File: src/rtl/ps2_pkg.sv
// Shared definitions for the PS/2 device-to-host receiver.
package ps2_pkg;

  localparam int   DATA_BITS  = 8;
  localparam logic IDLE_LEVEL = 1'b1;

  typedef enum logic [1:0] {
    IDLE   = 2'd0,
    DATA   = 2'd1,
    PARITY = 2'd2,
    STOP   = 2'd3
  } state_e;

endpackage

File: src/rtl/ps2_edge_filter.sv
// Input conditioning for the PS/2 lines: synchronises ps2_clk and ps2_dat,
// debounces the clock over FILTER_LEN samples and strobes its falling edge.
// SYNC_STAGES must be at least 2.
module ps2_edge_filter
  import ps2_pkg::*;
#(
  parameter int SYNC_STAGES = 2,
  parameter int FILTER_LEN  = 4
) (
  input  logic clk,
  input  logic rst_n,
  input  logic ps2_clk_i,
  input  logic ps2_dat_i,
  output logic dat_sync_o,
  output logic fall_o
);

  localparam int CW = $clog2(FILTER_LEN + 1);

  logic [SYNC_STAGES-1:0] clk_sync_q;
  logic [SYNC_STAGES-1:0] dat_sync_q;
  logic [CW-1:0]          run_q;
  logic                   filt_q;
  logic                   filt_prev_q;
  logic                   clk_sync;

  assign clk_sync   = clk_sync_q[SYNC_STAGES-1];
  assign dat_sync_o = dat_sync_q[SYNC_STAGES-1];

  // Synchroniser chains; they reset to the idle level so reset release is quiet.
  always_ff @(posedge clk or negedge rst_n) begin
    if (!rst_n) begin
      clk_sync_q <= {SYNC_STAGES{IDLE_LEVEL}};
      dat_sync_q <= {SYNC_STAGES{IDLE_LEVEL}};
    end else begin
      clk_sync_q <= {clk_sync_q[SYNC_STAGES-2:0], ps2_clk_i};
      dat_sync_q <= {dat_sync_q[SYNC_STAGES-2:0], ps2_dat_i};
    end
  end

  // Debounce: the filtered clock follows only after FILTER_LEN differing samples.
  always_ff @(posedge clk or negedge rst_n) begin
    if (!rst_n) begin
      run_q       <= '0;
      filt_q      <= IDLE_LEVEL;
      filt_prev_q <= IDLE_LEVEL;
    end else begin
      filt_prev_q <= filt_q;
      if (clk_sync != filt_q) begin
        if (run_q == CW'(FILTER_LEN - 1)) begin
          filt_q <= clk_sync;
          run_q  <= '0;
        end else begin
          run_q <= run_q + 1'b1;
        end
      end else begin
        run_q <= '0;
      end
    end
  end

  assign fall_o = filt_prev_q & ~filt_q;

endmodule

File: src/rtl/ps2_rx.sv
// PS/2 device-to-host receiver: deserialises start/8 data/odd parity/stop
// frames and presents bytes on a ready/valid interface.
// Optional macro PS2_RX_TIMEOUT_EN adds an abort of stalled partial frames.
module ps2_rx
  import ps2_pkg::*;
#(
  parameter int SYNC_STAGES    = 2,
  parameter int FILTER_LEN     = 4,
  parameter int TIMEOUT_CYCLES = 2000
) (
  input  logic       clk,
  input  logic       rst_n,
  input  logic       ps2_clk,
  input  logic       ps2_dat,
  output logic [7:0] rx_data,
  output logic       rx_valid,
  input  logic       rx_ready,
  output logic       parity_err,
  output logic       frame_err,
  output logic       overrun,
  output logic       busy
);

  if (TIMEOUT_CYCLES < 2) begin : g_bad_timeout
    $error("ps2_rx: TIMEOUT_CYCLES must be at least 2");
  end

  state_e               state_q, state_d;
  logic [2:0]           bit_cnt_q, bit_cnt_d;
  logic                 par_q, par_d;
  logic [DATA_BITS-1:0] shreg_q, shreg_d;
  logic [7:0]           rx_data_q, rx_data_d;
  logic                 rx_valid_q, rx_valid_d;
  logic                 perr_q, perr_d;
  logic                 ferr_q, ferr_d;
  logic                 ovr_q, ovr_d;
  logic                 fall;
  logic                 dat_bit;
  logic                 tmo;

  ps2_edge_filter #(
    .SYNC_STAGES (SYNC_STAGES),
    .FILTER_LEN  (FILTER_LEN)
  ) u_filter (
    .clk        (clk),
    .rst_n      (rst_n),
    .ps2_clk_i  (ps2_clk),
    .ps2_dat_i  (ps2_dat),
    .dat_sync_o (dat_bit),
    .fall_o     (fall)
  );

`ifdef PS2_RX_TIMEOUT_EN
  localparam int TW = $clog2(TIMEOUT_CYCLES + 1);
  logic [TW-1:0] to_cnt_q;

  // Clocks since the last fall; the abort pulse lands TIMEOUT_CYCLES after that fall.
  always_ff @(posedge clk or negedge rst_n) begin
    if (!rst_n)                        to_cnt_q <= '0;
    else if (state_q == IDLE || fall)  to_cnt_q <= '0;
    else                               to_cnt_q <= to_cnt_q + 1'b1;
  end

  assign tmo = (state_q != IDLE) && !fall && (to_cnt_q == TW'(TIMEOUT_CYCLES - 2));
`else
  assign tmo = 1'b0;
`endif

  // State and output registers.
  always_ff @(posedge clk or negedge rst_n) begin
    if (!rst_n) begin
      state_q    <= IDLE;
      bit_cnt_q  <= '0;
      par_q      <= 1'b1;
      shreg_q    <= '0;
      rx_data_q  <= '0;
      rx_valid_q <= 1'b0;
      perr_q     <= 1'b0;
      ferr_q     <= 1'b0;
      ovr_q      <= 1'b0;
    end else begin
      state_q    <= state_d;
      bit_cnt_q  <= bit_cnt_d;
      par_q      <= par_d;
      shreg_q    <= shreg_d;
      rx_data_q  <= rx_data_d;
      rx_valid_q <= rx_valid_d;
      perr_q     <= perr_d;
      ferr_q     <= ferr_d;
      ovr_q      <= ovr_d;
    end
  end

  // Frame FSM: advances on the filtered falling edge, or aborts on timeout.
  always_comb begin
    state_d    = state_q;
    bit_cnt_d  = bit_cnt_q;
    par_d      = par_q;
    shreg_d    = shreg_q;
    rx_data_d  = rx_data_q;
    rx_valid_d = rx_valid_q;
    perr_d     = 1'b0;
    ferr_d     = 1'b0;
    ovr_d      = 1'b0;

    if (rx_valid_q && rx_ready) rx_valid_d = 1'b0;

    if (tmo) begin
      state_d = IDLE;
      ferr_d  = 1'b1;
    end else if (fall) begin
      unique case (state_q)
        IDLE: begin
          // A high level here is a glitch, not a start bit.
          if (!dat_bit) begin
            state_d   = DATA;
            bit_cnt_d = '0;
            par_d     = 1'b1;
          end
        end
        DATA: begin
          shreg_d[bit_cnt_q] = dat_bit;
          par_d              = par_q ^ dat_bit;
          if (bit_cnt_q == 3'(DATA_BITS - 1)) state_d = PARITY;
          else                                bit_cnt_d = bit_cnt_q + 3'd1;
        end
        PARITY: begin
          par_d   = par_q ^ dat_bit;
          state_d = STOP;
        end
        STOP: begin
          // Odd parity leaves par at 0 once all nine bits are folded in.
          if (!dat_bit)                       ferr_d = 1'b1;
          else if (par_q)                     perr_d = 1'b1;
          else if (rx_valid_q && !rx_ready)   ovr_d  = 1'b1;
          else begin
            rx_data_d  = shreg_q;
            rx_valid_d = 1'b1;
          end
          state_d = IDLE;
        end
        default: state_d = IDLE;
      endcase
    end
  end

  assign rx_data    = rx_data_q;
  assign rx_valid   = rx_valid_q;
  assign parity_err = perr_q;
  assign frame_err  = ferr_q;
  assign overrun    = ovr_q;
  assign busy       = (state_q != IDLE);

endmodule

File: config.mk
export PLATFORM = sky130hd
export DESIGN_NAME = ps2_rx
export DESIGN_NICKNAME = d
export VERILOG_FILES = /design/src/rtl/ps2_pkg.sv /design/src/rtl/ps2_edge_filter.sv /design/src/rtl/ps2_rx.sv
export SDC_FILE = /design/constraint.sdc
export NUM_CORES = 1
export LEC_CHECK = 0
export CAP_MARGIN = 30
export CORE_MARGIN = 4
export CORE_UTILIZATION = 51
export DETAILED_ROUTE_END_ITERATION = 10
export MAX_ROUTING_LAYER = met4
export PLACE_DENSITY_LB_ADDON = 0.05
export SKIP_LAST_GASP = 1
export SLEW_MARGIN = 10
export SYNTH_ARGS = -nofsm -noshare
export SYNTH_HDL_FRONTEND = slang
export SYNTH_HIERARCHICAL = 1
export SYNTH_SLANG_ARGS = --single-unit
File: constraint.sdc
create_clock -name clk -period 3.89 [get_ports clk]
set_input_delay 0.778 -clock clk [delete_from_list [all_inputs] [get_ports clk]]
set_output_delay 0.778 -clock clk [all_outputs]
set_load 0.005 [all_outputs]
## Word-level counts from Yosys, hierarchy flattened

Cells that the tools add are included.

- Register bits after elaboration: 35
- Input port bits: 5
- Output and inout bits: 13

- $add $sub $neg: 2
- $lt $le $gt $ge: 2
- Equality and inequality tests: 9
- Muxes and demuxes: 31
- Bitwise operators: 5
- Reduce and logical (&&, ||, !) cells: 15

Operators by type and width:

| operator | count |
|---|---|
| $mux 1 | 20 |
| $mux 3 | 4 |
| $bwmux 8 | 1 |
| $pmux 2 s4 | 1 |
| $add 3x1->3 const B | 2 |
| $ne 2x2->1 const B | 3 |
| $pmux 3 s2 | 1 |
| $reduce_and 3->1 | 2 |
| $reduce_bool 2->1 | 3 |
| $reduce_and 5->1 | 1 |
| $eq 2x2->1 const B | 2 |
| $lt 3x4->1 const B | 1 |
| $mux 2 | 2 |
| $reduce_and 2->1 | 2 |
| $reduce_and 4->1 | 1 |
| $demux 1 s3 | 1 |
| $eq 3x2->1 const B | 1 |
| $eq 3x3->1 const B | 1 |
| $ge 3x1->1 const B | 1 |
| $logic_and 1x1->1 | 3 |
| $not 1->1 | 3 |
| $eq 2x1->1 const B | 1 |
| $logic_not 2->1 | 1 |
| $pmux 1 s2 | 1 |
| 5 further kinds | 5 |

## Depth between registers and ports, before layout

Gate-level depths: netlist (run 1).

- Depth in word-level cells: 7
- Mapped depth: 5

## Modules after synthesis

The synthesis (run 1) kept the hierarchy.

Modules (own cells, without submodules):

| module | instances | cells each | area an instance (um2) |
|---|---|---|---|
| ps2_rx | 1 | 95 | 1184.9 |
| ps2_edge_filter | 1 | 17 | 312.8 |

## Least setup slack after synthesis (run 1)

OpenSTA, ideal clock, no wires.

- Kind: in2reg
- Start point: input rx_ready
- End point: register rx_data_q[0] (netlist: rx_data[0])
- Setup time: 0.125 ns
- Arrival time: 1.486 ns
- Setup slack: 2.279 ns
- Stages on the path: 4
- Path buffers: 1
- Path through: nand2b_1 -> nor2b_1 -> buf_4 -> mux2_2

- Word-level cells in the longest chain between the ends: 4

Ends and longest elaborated chain:

| item | RTL line | source |
|---|---|---|
| start, declared | ps2_rx.sv:17 | `input logic rx_ready,` |
| $logic_not 1->1 | ps2_rx.sv:135 | `else if (rx_valid_q && !rx_ready) ovr_d = 1'b1;` |
| $logic_and 1x1->1 | ps2_rx.sv:135 |  |
| $not 1->1 (no source line) | -- |  |
| $reduce_and 5->1 (no source line) | -- |  |
| end signal, assigned | ps2_rx.sv:86 | `rx_data_q <= rx_data_d;` |
| end, declared | ps2_rx.sv:32 | `logic [7:0] rx_data_q, rx_data_d;` |

No other way between the ends.
A chain may end at the register's enable or synchronous reset.

## Worst setup path after layout (run 1)

- Start point: register state_q[0]
- End point: output busy

- Word-level cells in the longest chain between the ends: 1

Ends and longest elaborated chain:

| item | RTL line | source |
|---|---|---|
| start, declared | ps2_rx.sv:28 | `state_e state_q, state_d;` |
| start signal, assigned | ps2_rx.sv:82 | `state_q <= state_d;` |
| $reduce_bool 2->1 | ps2_rx.sv:152 | `assign busy = (state_q != IDLE);` |
| end, declared | ps2_rx.sv:21 | `output logic busy` |

No other way between the ends.

==> metrics.txt, run 1 <==
overall global routing resource usage 14.0%; worst setup slack before clock tree synthesis 1360 ps; largest net degree at the start of global routing 36; Rel. slew slack 50.0%; Sum Neg Setup Slack 0 ps; post-DP HPWL 1700 um; number of antenna violations at the first check in global routing 0; Global Route met1 Usage 14.6%; initial cell density of the core 53.8%; dominant cell type by count on the critical path inv_1; slew at the pin closest to its max-slew limit 748 ps; antenna cells 0; critical path buffer and inverter count 3; number of maximum-capacitance violations 0; launch instance of the worst register-to-register path u_filter/filt_prev_q$_DFF_PN1_; flip-flop and latch area 885 um2; TritonCTS clock tree yes; PostCTS Resize Cnt 0; Slowest cell on crit path clkdlybuf4s50_1; post-route ant nets 0; residual DRC count 0; post-CTS setup repair buffer count 0; Critical path origin state_q[0]$_DFFE_PN0P_; GR Layer Usage met3 4.86%; cell-by-cell listing of the critical path inv_1, ha_1, inv_1, clkdlybuf4s50_1; proportion of synthesized chip area in sequential cells 59.1%; Die X 62.2 um; Syn Nets 125; warning count from the yosys run 6; area of the multi-input gates 579 um2; first-pass GRT wire length 4190 um; Initial DRT Pass Iterations 4; number of H-tree branching levels 2; critical-path maximum fanout 4; fillcell total 230; most used flip-flop cell after synthesis dfrtp_1; fraction of final layout cells with drive strength greater than 1 28.7%; Stages on worst setup path 4; Crit path largest cell delay 500 ps; Data required, critical path 3110 ps; CTS Sinks 35; R2R Path End rx_data[5]$_DFFE_PN0P_; most congested layer reported by global routing met2; CTS Buffer Depth 2; Root Driver clkbuf_4; worst-case setup margin in the final layout 1470 ps; hold violation total from the final report 0; remaining global-route overflow 0; setup repair after global routing missed its margin no; Hold Path Depth 0; share of flip-flops with an asynchronous set or reset 100%; routed wire length 2230 um; area added between synthesis and finish 17.7%; WS Path Type reg -> out; sort of element at the end of the critical path primary output; input/output buffers 17; met2 track utilization from global routing 24.1%; highest-count cells in the layout ignoring fill and taps dfrtp_1 (28), mux2_2 (18), clkdlybuf4s50_1 (17); hold-fix buffers at CTS 0; PwrDens 565 nW/um2; total via count after detailed routing 893; VDD IR-drop max 0.378 mV; reg2reg path depth 4; synthesized instance count 112; data arrival time of the critical path 1640 ps; Highest Clock Rate 413 MHz; portion of the clock cycle consumed by the worst path in the final layout 62.3%; CP delay by family, top buffers and inverters; most common cell after layout, fill and taps aside dfrtp_1; Setup-failing EPs final 0; reg2reg setup slack 1840 ps; detailed router's first-iteration violation count 35; Die Area 3870 um2; die extent in y 62.2 um; total power draw 0.000996 W; CTS clock-pin slew for the worst setup and hold paths 90 ps; core region area 2780 um2; leakage power of the design 0.835 nW; Vias per Instance 5.35; CTS buffer count 5; Min Clock Period, post-route 2420 ps; final number of max-transition violations 0; critical path launch point type flip-flop; vias in the first global route 929; post-detailed-route wirelength per cell 13.4 um; number of register bits inferred by synthesis 35; type of the most critical hold path reg -> reg; setup clock skew after layout 7.67 ps; Critical Path End busy; Mapped Area 1500 um2; Total Nets Final 148; global placement routability congestion 0.774; number of enable-type register cells in the synthesized netlist 0; per-instance average area after synthesis 13.4 um2; num ports 18; outcome complete, no violations; source-to-sink clock delay at the later pin of the worst-skew pair 320 ps; number of core rows 19; number of library cell types mapped by synthesis 29; worst hold path startpoint u_filter/dat_sync_q[0]$_DFF_PN1_
[flip-flops by register name, indices dropped and copies added (netlist names)]
| signal | flops |
|---|---|
| rx_data | 8 |
| shreg_q | 8 |
| bit_cnt_q | 3 |
| u_filter/run_q | 3 |
| state_q | 2 |
| u_filter/clk_sync_q | 2 |
| u_filter/dat_sync_q | 2 |
| frame_err | 1 |
| overrun | 1 |
| par_q | 1 |
| parity_err | 1 |
| rx_valid | 1 |
| u_filter/filt_prev_q | 1 |
| u_filter/filt_q | 1 |
[Yosys cell counts, types with 2 or more instances]
cell / number / area share [%]
inv_1: 6 / 1.5
mux2_2: 18 / 14
nand2_1: 6 / 1.5
dfrtp_1: 28 / 47
mux2i_1: 3 / 2.0
ha_1: 8 / 6.7
nor3_1: 3 / 1.0
nor2_1: 10 / 2.5
dfstp_2: 7 / 12
nand2b_1: 3 / 1.3
nand3b_1: 2 / 1.0
[routing by layer]
metal  up-vias  part of all wire (%)
met3         4                   4.6
met2        17                    53
met4         0                   1.1
met5         -                     0
met1       444                    41
li1        428                     -
[worst min path at each step]
stage	endpoint
after floorplan	u_filter/clk_sync_q[1]$_DFF_PN1_
final	u_filter/dat_sync_q[1]$_DFF_PN1_
after detailed placement	u_filter/dat_sync_q[1]$_DFF_PN1_
after global routing	u_filter/clk_sync_q[1]$_DFF_PN1_
after global placement	u_filter/clk_sync_q[1]$_DFF_PN1_
after CTS	u_filter/dat_sync_q[1]$_DFF_PN1_
[area by class of cell]
cell class                 instances  share of cell area, %
timing repair buffer              18                   10.1
sequential                        35                   50.2
inverter                           6                   1.28
tap                               31                   2.20
multi-input combinational         69                   32.9
clock buffer                       7                   3.12
clock inverter                     1                  0.284
[per-stage QoR]
stage | util [%] | hold WS [ps] | cells | instance area, um2
finish | 63.4 | 364 | 167 | 1760
global route | 63.4 | 374 | 167 | 1760
CTS | 63.4 | 367 | 167 | 1760
detailed placement | 61.2 | 348 | 159 | 1700
global placement | 61.2 | 346 | 159 | 1700
floorplan | - | 345 | 112 | 1500
[kinds of logic after synthesis]
| kind of cell | share of synthesized area (%) |
|---|---|
| multiplexers | 16.5 |
| AO/OA/AOI/OAI | 3.01 |
| AND/OR/NAND/NOR | 11.9 |
| adder cells (fa/ha/maj) | 6.68 |
| flip-flops | 59.1 |
| buffers and inverters | 2.26 |
| XOR/XNOR | 0.585 |
[power breakdown]
group / internal, W / switching (W) / leakage, nW
logic: 0.000164 / 0.000140 / 0.346
registers: 0.000448 / 0.0000489 / 0.454
clock network: 0.0000876 / 0.000107 / 0.0353
total: 0.000700 / 0.000296 / 0.835
Power figures use the tool's default switching activity.
==> inputs of run 2 (changes only) <==
Settings changed: CORE_UTILIZATION 51 to 48.
Clock period 3.89 ns to 2.1 ns, I/O delays scaled along.
==> run 2 against run 1 <==
  * Sequential power increased by 84%
  * Utilization decreased by 3.5 points
  * Sequential share of layout area decreased by 1.4 points
  * Register-to-register slack got worse by 1400 ps
  * Hold slack got worse by 3.9 ps
  * Cell count increased by 9.6%
  * Largest cell class unchanged
  * Die area increased by 5.4%
  * Design area increased by 2.9%
  * Combinational power increased by 110%
  * Critical endpoint unchanged
  * First-iteration DRC count decreased by 40%
  * Critical path depth unchanged
==> metrics.txt, run 2 (synthesis gave the netlist of run 1 again) <==
source-to-sink clock delay at the later pin of the worst-skew pair 330 ps; launch instance of the worst register-to-register path state_q[1]$_DFFE_PN0P_; die extent in y 63.9 um; CTS Buffer Depth 2; overall global routing resource usage 13.8%; Data required, critical path 1680 ps; Initial DRT Pass Iterations 2; portion of the clock cycle consumed by the worst path in the final layout 94.4%; PwrDens 1060 nW/um2; Hold Path Depth 0; Sum Neg Setup Slack 0 ps; first-pass GRT wire length 4200 um; slew at the pin closest to its max-slew limit 418 ps; VDD IR-drop max 0.598 mV; fraction of final layout cells with drive strength greater than 1 30.9%; num ports 18; critical path launch point type flip-flop; Crit path largest cell delay 500 ps; post-DP HPWL 1620 um; initial cell density of the core 49.5%; Rel. slew slack 72.1%; R2R Path End shreg_q[1]$_DFFE_PN0P_; dominant cell type by count on the critical path inv_1; TritonCTS clock tree yes; final number of max-transition violations 0; number of maximum-capacitance violations 0; setup repair after global routing missed its margin no; remaining global-route overflow 0; most common cell after layout, fill and taps aside dfrtp_1; final core utilization 59.9%; sort of element at the end of the critical path primary output; critical path buffer and inverter count 3; Vias per Instance 4.84; total via count after detailed routing 885; reg2reg setup slack 410 ps; antenna cells 0; detailed router's first-iteration violation count 21; cell-by-cell listing of the critical path inv_1, ha_4, inv_1, clkdlybuf4s50_1; Highest Clock Rate 504 MHz; type of the most critical hold path reg -> reg; global placement routability congestion 0.735; Die X 63.9 um; Slowest cell on crit path clkdlybuf4s50_1; WS Path Type reg -> out; hold violation total from the final report 0; number of antenna violations at the first check in global routing 0; CP delay by family, top buffers and inverters; residual DRC count 0; data arrival time of the critical path 1560 ps; area added between synthesis and finish 21.1%; Hold EP u_filter/dat_sync_q[1]$_DFF_PN1_; core region area 3030 um2; CTS buffer count 5; number of H-tree branching levels 2; setup clock skew after layout 13.2 ps; outcome complete, no violations; Root Driver clkbuf_4; worst hold path startpoint u_filter/dat_sync_q[0]$_DFF_PN1_; input/output buffers 17; critical-path maximum fanout 4; Total Nets Final 151; reg2reg path depth 5; Min Clock Period, post-route 1980 ps; Die Area 4080 um2; post-detailed-route wirelength per cell 12.3 um; CTS Sinks 35; largest net degree at the start of global routing 36; post-route ant nets 0; routed wire length 2240 um; CTS clock-pin slew for the worst setup and hold paths 100 ps; highest-count cells in the layout ignoring fill and taps dfrtp_1 (28), mux2_2 (18), clkdlybuf4s50_1 (17); vias in the first global route 962; number of core rows 20; Setup-failing EPs final 0; leakage power of the design 0.851 nW
run 2: cell count changes in the layout (fill, tap and decap cells not counted), sizes merged:
cell | before | now
buf | 1 | 4
run 2: what timing repair did:
| action | CTS | global route |
|---|---|---|
| resized for setup | 0 | 2 |
| buffers inserted | 1 | 1 |
| hold buffers | 0 | 0 |
| setup endpoints to repair | 1 | 1 |
run 2: final cells by class:
class | instances | area [um2]
clock buffer | 7 | 55.1
clock inverter | 1 | 5.00
fill | 249 | 1210
inverter | 6 | 22.5
multi-input combinational | 69 | 592
sequential | 35 | 885
tap | 44 | 55.1
timing repair buffer | 21 | 200
run 2: power by group:
group | internal (W) | switching (W) | total (W)
logic | 0.000353 | 0.000283 | 0.000636
clock network | 0.000162 | 0.000210 | 0.000373
registers | 0.000830 | 0.0000818 | 0.000912
run 2: worst max path at each step:
| stage | cells past startpoint | slack (ps) | from | endpoint |
|---|---|---|---|---|
| floorplan | 4 | 560 | u_filter/filt_q$_DFFE_PN1P_ | state_q[1]$_DFFE_PN0P_ |
| global placement | 5 | 320 | rx_ready | rx_data[2]$_DFFE_PN0P_ |
| detailed placement | 5 | 310 | rx_ready | rx_data[6]$_DFFE_PN0P_ |
| CTS | 4 | 3 | state_q[1]$_DFFE_PN0P_ | busy |
| global route | 4 | 30 | state_q[0]$_DFFE_PN0P_ | busy |
| finish | 4 | 120 | state_q[0]$_DFFE_PN0P_ | busy |
run 2: through the flow:
step                      worst slack [ps]  power (W)  hold slack [ps]  std cells  instance area, um2
after floorplan                        558    0.00132              124        112                1500
after detailed placement               309    0.00151              348        173                1730
after global placement                 317    0.00148              346        173                1730
final                                  117    0.00192              360        183                1810
after CTS                             3.10    0.00190              362        182                1790
after global routing                  27.7    0.00207              369        183                1810
run 2: worst reg2reg max path, cell delays in order, from the launching register on:
cell and delay [ps]:
dfrtp_1 390, inv_1 110, ha_1 310, nand3_1 200
nor3_1 200, mux2_2 360
run 2: layer usage:
metal / up-vias / global-route usage, % / wire (um)
li1: 434 / - / -
met1: 432 / 14.9 / 990
met2: 17 / 22.2 / 1110
met3: 2 / 6.15 / 124
met4: 0 / 5.66 / 21
met5: - / - / 0
